--- config.mk ---
export PLATFORM = sky130hd
export DESIGN_NAME = register_pipe
export DESIGN_NICKNAME = d
export VERILOG_FILES = /design/src/rtl/register_pipe_pkg.sv /design/src/rtl/register_pipe_stage.sv /design/src/rtl/register_pipe.sv
export SDC_FILE = /design/constraint.sdc
export NUM_CORES = 1
export LEC_CHECK = 0
export ABC_AREA = 1
export CORE_AREA = 2 2 39 41
export DETAILED_ROUTE_END_ITERATION = 10
export DIE_AREA = 0 0 41 43
export DONT_BUFFER_PORTS = 1
export PLACE_DENSITY = 0.58
export SETUP_SLACK_MARGIN = 0.02
export SKIP_CTS_REPAIR_TIMING = 1
export SLEW_MARGIN = 20
export SYNTH_ARGS = -nofsm -noshare
export SYNTH_HDL_FRONTEND = slang
export SYNTH_HIERARCHICAL = 1
export SYNTH_SLANG_ARGS = --single-unit
--- constraint.sdc ---
create_clock -name clk -period 1.52 [get_ports clk]
set_clock_uncertainty 0.1 [all_clocks]
set_input_delay 0.152 -clock clk [delete_from_list [all_inputs] [get_ports clk]]
set_output_delay 0.152 -clock clk [all_outputs]
set_load 0.03 [all_outputs]
--- src/rtl/register_pipe_pkg.sv ---
// Shared helpers for register_pipe: capacity/count-width math and the
// build-wide skid selection (macro REGISTER_PIPE_SKID_EN).
// The stage record {v, d} depends on WIDTH, so its typedef lives in the
// parametrised stage module rather than here.
package register_pkg;
`ifdef REGISTER_PIPE_SKID_EN
  localparam bit SKID_EN = 1'b1;
`else
  localparam bit SKID_EN = 1'b0;
`endif

  // Items the whole pipe can hold: one per stage, two per stage with skid.
  function automatic int cap_f(input int depth, input bit skid);
    return skid ? 2 * depth : depth;
  endfunction

  // Width of the occupancy counter; never wraps at CAP.
  function automatic int cw_f(input int depth);
    return $clog2(cap_f(depth, SKID_EN) + 1);
  endfunction
endpackage

--- src/rtl/register_pipe_stage.sv ---
// One elastic register stage with valid/ready on both sides.
// Macro REGISTER_PIPE_SKID_EN selects a 2-entry skid stage whose ready is
// registered; otherwise a plain single register with combinational ready.
module register_pipe_stage
  import register_pkg::*;
#(
  parameter int               WIDTH     = 4,
  parameter logic [WIDTH-1:0] RESET_VAL = '0
) (
  input  logic             clk,
  input  logic             rst,
  input  logic             clr,
  input  logic             up_valid,
  input  logic [WIDTH-1:0] up_data,
  output logic             up_ready,
  output logic             dn_valid,
  output logic [WIDTH-1:0] dn_data,
  input  logic             dn_ready
);
  typedef struct packed {
    logic             v;
    logic [WIDTH-1:0] d;
  } stage_t;

  stage_t main_q, main_n;

`ifdef REGISTER_PIPE_SKID_EN
  stage_t skid_q, skid_n;
  logic   rdy_q;

  // Ready comes straight from a flop, cutting the out_ready->in_ready path.
  assign up_ready = rdy_q;

  // Next state: drain main (refilling from skid first), park overflow in skid.
  always_comb begin
    main_n = main_q;
    skid_n = skid_q;
    if (clr) begin
      main_n = {1'b0, RESET_VAL};
      skid_n = {1'b0, RESET_VAL};
    end else if (main_q.v && dn_ready) begin
      if (skid_q.v) begin
        main_n   = skid_q;
        skid_n.v = 1'b0;
      end else if (up_valid && rdy_q) begin
        main_n = {1'b1, up_data};
      end else begin
        main_n.v = 1'b0;
      end
    end else if (up_valid && rdy_q) begin
      if (!main_q.v) main_n = {1'b1, up_data};
      else           skid_n = {1'b1, up_data};
    end
  end

  // State registers; ready stays low through reset and the first cycle after.
  always_ff @(posedge clk or posedge rst) begin
    if (rst) begin
      main_q <= {1'b0, RESET_VAL};
      skid_q <= {1'b0, RESET_VAL};
      rdy_q  <= 1'b0;
    end else begin
      main_q <= main_n;
      skid_q <= skid_n;
      rdy_q  <= !skid_n.v;
    end
  end
`else
  // Ready when empty or when the stage ahead takes our item this cycle.
  assign up_ready = !main_q.v || dn_ready;

  // Next state: load on accept, go empty when our item leaves.
  always_comb begin
    main_n = main_q;
    if (clr)                       main_n = {1'b0, RESET_VAL};
    else if (up_ready && up_valid) main_n = {1'b1, up_data};
    else if (dn_ready)             main_n.v = 1'b0;
  end

  // Stage register.
  always_ff @(posedge clk or posedge rst) begin
    if (rst) main_q <= {1'b0, RESET_VAL};
    else     main_q <= main_n;
  end
`endif

  assign dn_valid = main_q.v;
  assign dn_data  = main_q.d;
endmodule

--- src/rtl/register_pipe.sv ---
// DEPTH-stage elastic register pipeline with flush and occupancy count.
// Macro REGISTER_PIPE_SKID_EN: skid stages, CAP = 2*DEPTH, registered in_ready.
module register_pipe
  import register_pkg::*;
#(
  parameter int               WIDTH     = 4,
  parameter int               DEPTH     = 2,
  parameter logic [WIDTH-1:0] RESET_VAL = '0
) (
  input  logic                      clk,
  input  logic                      rst,
  input  logic                      clr,
  input  logic                      in_valid,
  output logic                      in_ready,
  input  logic [WIDTH-1:0]          in_data,
  output logic                      out_valid,
  input  logic                      out_ready,
  output logic [WIDTH-1:0]          out_data,
  output logic [cw_f(DEPTH)-1:0]    count
);
  localparam int CW = cw_f(DEPTH);

  logic in_fire, out_fire;

  // Chain of stages; stage 0 faces the input, stage DEPTH-1 drives the output.
  for (genvar k = 0; k < DEPTH; k++) begin : g_stg
    logic             up_valid, up_ready, dn_valid, dn_ready;
    logic [WIDTH-1:0] up_data, dn_data;

    if (k == 0) begin : g_head
      assign up_valid = in_valid;
      assign up_data  = in_data;
    end else begin : g_link
      assign up_valid = g_stg[k-1].dn_valid;
      assign up_data  = g_stg[k-1].dn_data;
    end

    if (k == DEPTH - 1) begin : g_tail
      assign dn_ready = out_ready;
    end else begin : g_next
      assign dn_ready = g_stg[k+1].up_ready;
    end

    register_pipe_stage #(
      .WIDTH     (WIDTH),
      .RESET_VAL (RESET_VAL)
    ) u_stage (
      .clk      (clk),
      .rst      (rst),
      .clr      (clr),
      .up_valid (up_valid),
      .up_data  (up_data),
      .up_ready (up_ready),
      .dn_valid (dn_valid),
      .dn_data  (dn_data),
      .dn_ready (dn_ready)
    );
  end

  // Flush blocks new input; an already-registered output may still leave.
  assign in_ready  = g_stg[0].up_ready && !clr;
  assign out_valid = g_stg[DEPTH-1].dn_valid;
  assign out_data  = g_stg[DEPTH-1].dn_data;
  assign in_fire   = in_valid && in_ready;
  assign out_fire  = out_valid && out_ready;

  // Occupancy: +1 per input transfer, -1 per output transfer, cleared on flush.
  always_ff @(posedge clk or posedge rst) begin
    if (rst)                       count <= '0;
    else if (clr)                  count <= '0;
    else if (in_fire && !out_fire) count <= count + CW'(1);
    else if (!in_fire && out_fire) count <= count - CW'(1);
  end
endmodule
==> impl_metrics.toml, run 1 <==
[critical_path]
crit_path_max_incr_delay_ns = 0.41
regToRegStartpoint = "g_stg[1].u_stage/dn_valid"
end_kind = "output pin"
worst-r2r-setup-slack_ns = 0.23
crit_type = "flip-flop to output pin"
crit_chain = "nand2_4 -> inv_2 -> nand2_4 -> inv_1 -> nor2_1 -> buf_4"
start_kind = "flip-flop"
worst-path-buf-inv = 3
critical-path-slowest-cell = "dfrtp_1"
critPathTopFamily = "flip-flops"
crit_fanout = 6
critical_path.startpoint = "g_stg[1].u_stage/dn_valid"
worst_path_most_repeated_cell = "nand2_4"
worstPathArrival_ns = 1.18
worstPathRequired_ns = 1.27

[sta]
maxSlewViolCount = 0
post-route-period-util = 0.9433
whs_ns = 0.06159
relSlewSlack = 0.7253
worstMarginPinSlew_ns = 0.4120
setup_viol = 0
final.setup.tns_ns = 0
hold_viol = 0
rsz0062_at_grt = "false"
fin_crit_ns = 1.434
worst_slack_ns = 0.08611
fmax_ghz = 0.6974

[layout]
area_growth_syn_to_layout_pct = 26.88
drive_gt1_frac = 0.1935
final_nets = 104
n_antenna_cell = 0

[logic_synthesis]
synth_area_leaders = "dfrtp_1 (49%), nand2_1 (12%), nand4_1 (9.2%)"
yosysUniqueCellTypes = 14
synthesis.instances = 76
synth_top_area_cell = "dfrtp_1"
avgSynthCellArea_um2 = 8.083
yosysSeqAreaShare = 0.4888
synth_top_area_frac = 0.4888
ys_warn_count = 6
syn_nets = 85
synth-seq-cells = 12
syn_area_um2 = 614.3

[die]
die-area_mm2 = 0.001763
start_util = 0.4439
core_area_mm2 = 0.001384
io_pins = 17
die_y_um = 43
rows = 14
dieWidth_um = 41

[power_and_ir_drop]
totalPowerFinal_uw = 680.8
power.internal_uw = 480.4
peakVddDrop_uv = 429.6
switching_share = 0.2943
p_per_area_mw_per_mm2 = 873.4
switchingPower_uw = 200.4
clock_power_share = 0.274
pwr-share-seq = 0.562
combPwrFrac = 0.163
leakage_uw = 0.0004620

[grt]
grt_overflow = 0
grt_max_degree = 10
grt_pass1_wl_mm = 1.890
grt_antenna_before_repair = 0
grt_pass1_vias = 463
grt_use_total = 0.1626

[drt]
dr.pass1.iters = 4
ant_nets = 0
routed_wl_mm = 1.253
drt_iter0_markers = 8
wl_per_cell_um = 11.50
post_drt_via_cell_ratio = 4.963
drc = 0
vias = 541

[cts]
clk_pin_slew_worst_paths_ns = 0.07
clk_latency_ns = 0.27
clock-sinks = 12
htree_levels = 1
cts_root_buf = "clkbuf_4"
cts_buffers = 3
clk_path_buf_depth = 2
cts_tree = "built"

[min_path]
holdCritStartpoint = "out_ready"
hold_class = "primary input to flip-flop"

[placed_design]
dp_hpwl_um = 886.8
gp_congestion = 0.6677
dp_slack_ns = 0.1828
portBuffers = 0

[outcome]
status = "finished, final reports clean"

[run]
drv_cap = 0
[flip-flops by register name, indices dropped and copies added, names as in the netlist]
name / cells
g_stg.u_stage/dn_valid: 2
g_stg.u_stage/dn_data: 8
count: 2
[cells in the mapped netlist, drive strengths merged]
master and instances:
a21oi 3, inv 13, nand2 24, xnor2 1
dfrtp 12, nand3 9, nand4 9, o21ai 1
xor2 1, nor2 3
[metrics by stage]
stage	area, um2	std cells	utilization
2_1_floorplan	614.3	76	-
3_3_place_gp	649.4	94	0.4693
3_5_place_dp	649.4	94	0.4693
4_1_cts	671.9	97	0.4855
5_1_grt	779.5	109	0.5633
6_report	779.5	109	0.5633
[power by group through the flow]
stage	Clock (uW)	Combinational, uW	Sequential (uW)
2_1_floorplan	0	69.7	388
3_3_place_gp	0	87.7	389
3_5_place_dp	0	87.7	390
4_1_cts	193	88.0	383
5_1_grt	212	126	387
6_report	187	111	383
[worst register-to-register path: stages (launching register included)]
cell,delay (ns)
dfrtp_1,0.41
buf_4,0.15
nand2_1,0.08
inv_1,0.06
o21ai_0,0.14
nand2_1,0.09
inv_1,0.07
nand2_1,0.05
nand2_1,0.08
[routing by layer]
layer | track usage | part of all wire
met1 | 0.2375 | 0.45
met4 | 0.1200 | 0.012
met5 | 0 | 0
met2 | 0.2000 | 0.47
met3 | 0.03665 | 0.064
[logic make-up after synthesis]
group,Yosys count,share of synthesized area
and+or+nand+nor,45,0.3707
buffers and inverters,13,0.07943
DFF,12,0.4888
AOI/OAI and AO/OA,4,0.03257
xor gates and xnor gates,2,0.02852
[placed cells by master, fill, tap and decap left out, drive strengths merged]
cell type	n
nand3	9
xor2	1
nor2	3
o21ai	1
buf	7
nand2	24
inv	13
dfrtp	12
dlygate4sd3	7
nand4	9
xnor2	1
a21oi	3
clkbuf	3
[layout make-up]
| class | count | area (um2) |
|---|---|---|
| multi-input combinational | 51 | 265.3 |
| timing repair buffer | 14 | 122.6 |
| fill | 130 | 604.3 |
| tap | 16 | 20.02 |
| clock buffer | 3 | 22.52 |
| sequential | 12 | 300.3 |
| inverter | 13 | 48.80 |
[final timing paths]
kind,end,cells after the start
min in group asynchronous,count[0],2
worst min register to register,g_stg[0].u_stage/dn_data[2],2
worst min-delay path,g_stg[1].u_stage/dn_data[0],4
worst max register to register,count[1],8
max in group asynchronous,g_stg[1].u_stage/dn_data[2],2
worst max-delay path,in_ready,6
(Power assumes the default switching activity.)
==> run 2: changes to the inputs <==
--- a/config.mk
+++ b/config.mk
@@ -11,5 +11,6 @@
 export DIE_AREA = 0 0 41 43
 export DONT_BUFFER_PORTS = 1
-export PLACE_DENSITY = 0.58
+export PLACE_DENSITY = 0.55
+export RECOVER_POWER = 100
 export SETUP_SLACK_MARGIN = 0.02
 export SKIP_CTS_REPAIR_TIMING = 1
@@ -17,4 +18,3 @@
 export SYNTH_ARGS = -nofsm -noshare
 export SYNTH_HDL_FRONTEND = slang
-export SYNTH_HIERARCHICAL = 1
 export SYNTH_SLANG_ARGS = --single-unit
==> constraint.sdc (replaced) <==
create_clock -name clk -period 1.52 [get_ports clk]
set_clock_uncertainty 0.1 [all_clocks]
set_input_delay 0.456 -clock clk [delete_from_list [all_inputs] [get_ports clk]]
set_output_delay 0.456 -clock clk [all_outputs]
set_load 0.03 [all_outputs]
==> run 2 against run 1 <==
Against the previous run:
- synthesized cell count down 13%
- largest cell class unchanged
- count of clock-buffer cells in the layout is 1 higher
- utilization decreased by 7.1 points
- critical path type unchanged
- final area decreased by 13%
- clock power up 38%
- total power increased by 5.6%
- worst setup slack worse by 0.081 ns
- die area did not move
- register-to-register slack got worse by 0.05 ns
- the flow now finishes with violations (negative hold slack)
- fmax shrank 5.3%
- routed wire length fell by 8.5%
- highest routed layer unchanged
==> impl_metrics.toml, run 2 <==
[cts]
clk_latency_ns = 0.27
clock-sinks = 12
clk_pin_slew_worst_paths_ns = 0.08
cts_root_buf = "clkbuf_4"
htree_levels = 1
clk_path_buf_depth = 2
cts_buffers = 3
cts_tree = "built"

[grt]
top_usage_layer = "met1"
grt_pass1_wl_mm = 1.959
grt_overflow = 0
grtUsageMet1 = 0.2365
grt_antenna_before_repair = 0
grtUsageMet3 = 0.03141
use_met2 = 0.2188
grt_max_degree = 13
grt_use_total = 0.1641
grt_pass1_vias = 438

[sta]
whs_ns = -0.02850
setup_viol = 0
worst_slack_ns = 0.005375
maxSlewViolCount = 0
post-route-period-util = 0.9965
fin_crit_ns = 1.515
worstMarginPinSlew_ns = 0.4591
rsz0062_at_grt = "true"
fmax_ghz = 0.6602
relSlewSlack = 0.6936
hold_viol = 12

[power_and_ir_drop]
peakVddDrop_uv = 562.6
totalPowerFinal_uw = 719.1
leakage_uw = 0.0003350
switchingPower_uw = 202.2
p_per_area_mw_per_mm2 = 1055
pwr-share-seq = 0.504
combPwrFrac = 0.138
switching_share = 0.2811
power.internal_uw = 516.9
clock_power_share = 0.358

[logic_synthesis]
synthXorXnorAreaFrac = 0.01525
synth_top_family_by_area = "simple AND/OR/NAND/NOR gates"
syn_nets = 75
synth-edff-count = 0
yosys.area_share.simple = 0.2876
synth_compound_area_frac = 0.09586
synth_fa_ha_area_frac = 0
syn_area_um2 = 574.3
synth_commonest_cells = "nand2_1 (17), dfrtp_1 (12), inv_1 (10), o21ai_0 (8), nand3_1 (6)"
ys_warn_count = 0
synth_mux_area_frac = 0
yosys_most_used_dff = "dfrtp_1"
ys_async_sr_fraction = 1.000
yosysUniqueCellTypes = 14
synth_area_leaders = "dfrtp_1 (52%), nand2_1 (11%), o21ai_0 (7.0%)"
synth.most_common_cell = "nand2_1"
synth_top_area_frac = 0.5229
synthesis.instances = 66
yosysSeqAreaShare = 0.5229
synth-seq-cells = 12
synth_top_area_cell = "dfrtp_1"
avgSynthCellArea_um2 = 8.702

[die]
core_area_mm2 = 0.001384
die_y_um = 43
dieWidth_um = 41
io_pins = 17
die-area_mm2 = 0.001763
start_util = 0.4150
rows = 14

[critical_path]
crit_chain = "nand3_4 -> nand2_4 -> inv_6"
crit_path_max_incr_delay_ns = 0.43
worstPathRequired_ns = 0.96
reg2reg_depth = 8
worstPathArrival_ns = 0.96
crit_fanout = 4
start_kind = "flip-flop"
end_kind = "output pin"
crit_type = "flip-flop to output pin"
critical-path-slowest-cell = "dfrtp_1"

[placed_design]
gp_congestion = 0.6723
dpl-instance-area_um2 = 618.1
dp_hpwl_um = 823.7
dp.cells = 85
dp_slack_ns = 0.1403
portBuffers = 0

[layout]
largest_reg_flops = 8
fin_cells = 91
layout_commonest_cell = "nand2_1"
n_antenna_cell = 0
area_growth_syn_to_layout_pct = 18.74
fin_util = 0.4928
final_nets = 85
drive_gt1_frac = 0.2667
layout_common_cells = "nand2_1 (16), dfrtp_1 (11), inv_1 (9)"
postLayoutCellArea_um2 = 681.9

[drt]
wl_per_cell_um = 12.59
ant_nets = 0
routed_wl_mm = 1.146
dr.pass1.iters = 4
vias = 440
drt_iter0_markers = 19
drc = 0
post_drt_via_cell_ratio = 4.835

[outcome]
violations = "negative hold slack"
status = "complete, but fails checks"

[min_path]
hold_class = "primary input to asynchronous set/reset pin"

[run]
drv_cap = 0
==> run 2: cell types whose count changed in the layout (fill, tap and decap cells not counted), sizes merged <==
cell | previous run | this run
nor2 | 3 | 2
nand2 | 24 | 18
dlygate4sd3 | 7 | 0
o21ai | 1 | 8
clkbuf | 3 | 4
nand4 | 9 | 1
xnor2 | 1 | 0
inv | 13 | 12
buf | 7 | 5
==> run 2: per-layer routing <==
layer / share of wire / vias up / wire length (um)
met4: 0.0052 / 0 / 6
met5: 0 / - / 0
met2: 0.47 / 8 / 534
met1: 0.49 / 202 / 562
met3: 0.038 / 2 / 43
li1: - / 228 / -
==> run 2: path summary, 6_finish.rpt <==
check	to	slack (ns)	from
max in group asynchronous	g_stg[1].u_stage.dn_valid	1.01	rst
hold reg to reg	g_stg[1].u_stage.dn_data[1]	0.43	g_stg[0].u_stage.dn_data[1]
setup reg to reg	count[1]	0.18	g_stg[0].u_stage.dn_valid
setup / recovery	in_ready	0.005	g_stg[0].u_stage.dn_valid
hold / removal	g_stg[1].u_stage.dn_data[3]	-0.03	rst
min in group clk	g_stg[0].u_stage.dn_valid	0.14	clr
==> run 2: critical path, delay by kind of cell, from the launching register on <==
kind                   cells  cell delay [ns]
buffers and inverters      1             0.08
DFF                        1             0.43
and+or+nand+nor            2             0.18
==> run 2: area by class of cell <==
cell class                 count  area, um2
fill                         132      701.9
sequential                    12      301.5
multi-input combinational     42      236.5
inverter                      12      50.05
timing repair buffer           5      37.54
clock buffer                   4      36.28
tap                           16      20.02
==> run 2: cell families (layout without fill, tap and decap cells) <==
group                  count (synthesis)  in the layout
AND/OR/NAND/NOR                       30             30
flip-flops                            12             12
buffers and inverters                 12             21
AO/OA/AOI/OAI                         11             11
XOR/XNOR                               1              1
==> run 2: per-stage QoR <==
stage / setup TNS (ns) / hold slack, ns
floorplan: 0 / 0.2206
global placement: 0 / 0.2760
detailed placement: 0 / 0.2855
CTS: -0.1569 / -0.02118
global route: -0.02532 / 0.003892
finish: 0 / -0.02850
==> run 2: power by group through the flow <==
| stage | clock network, uW | logic, uW | registers (uW) |
|---|---|---|---|
| after floorplan | 0 | 61.5 | 377 |
| final | 258 | 99.4 | 362 |
| after global routing | 275 | 116 | 365 |
| after CTS | 266 | 95.8 | 362 |
| after global placement | 0 | 94.2 | 368 |
| after detailed placement | 0 | 95.0 | 369 |
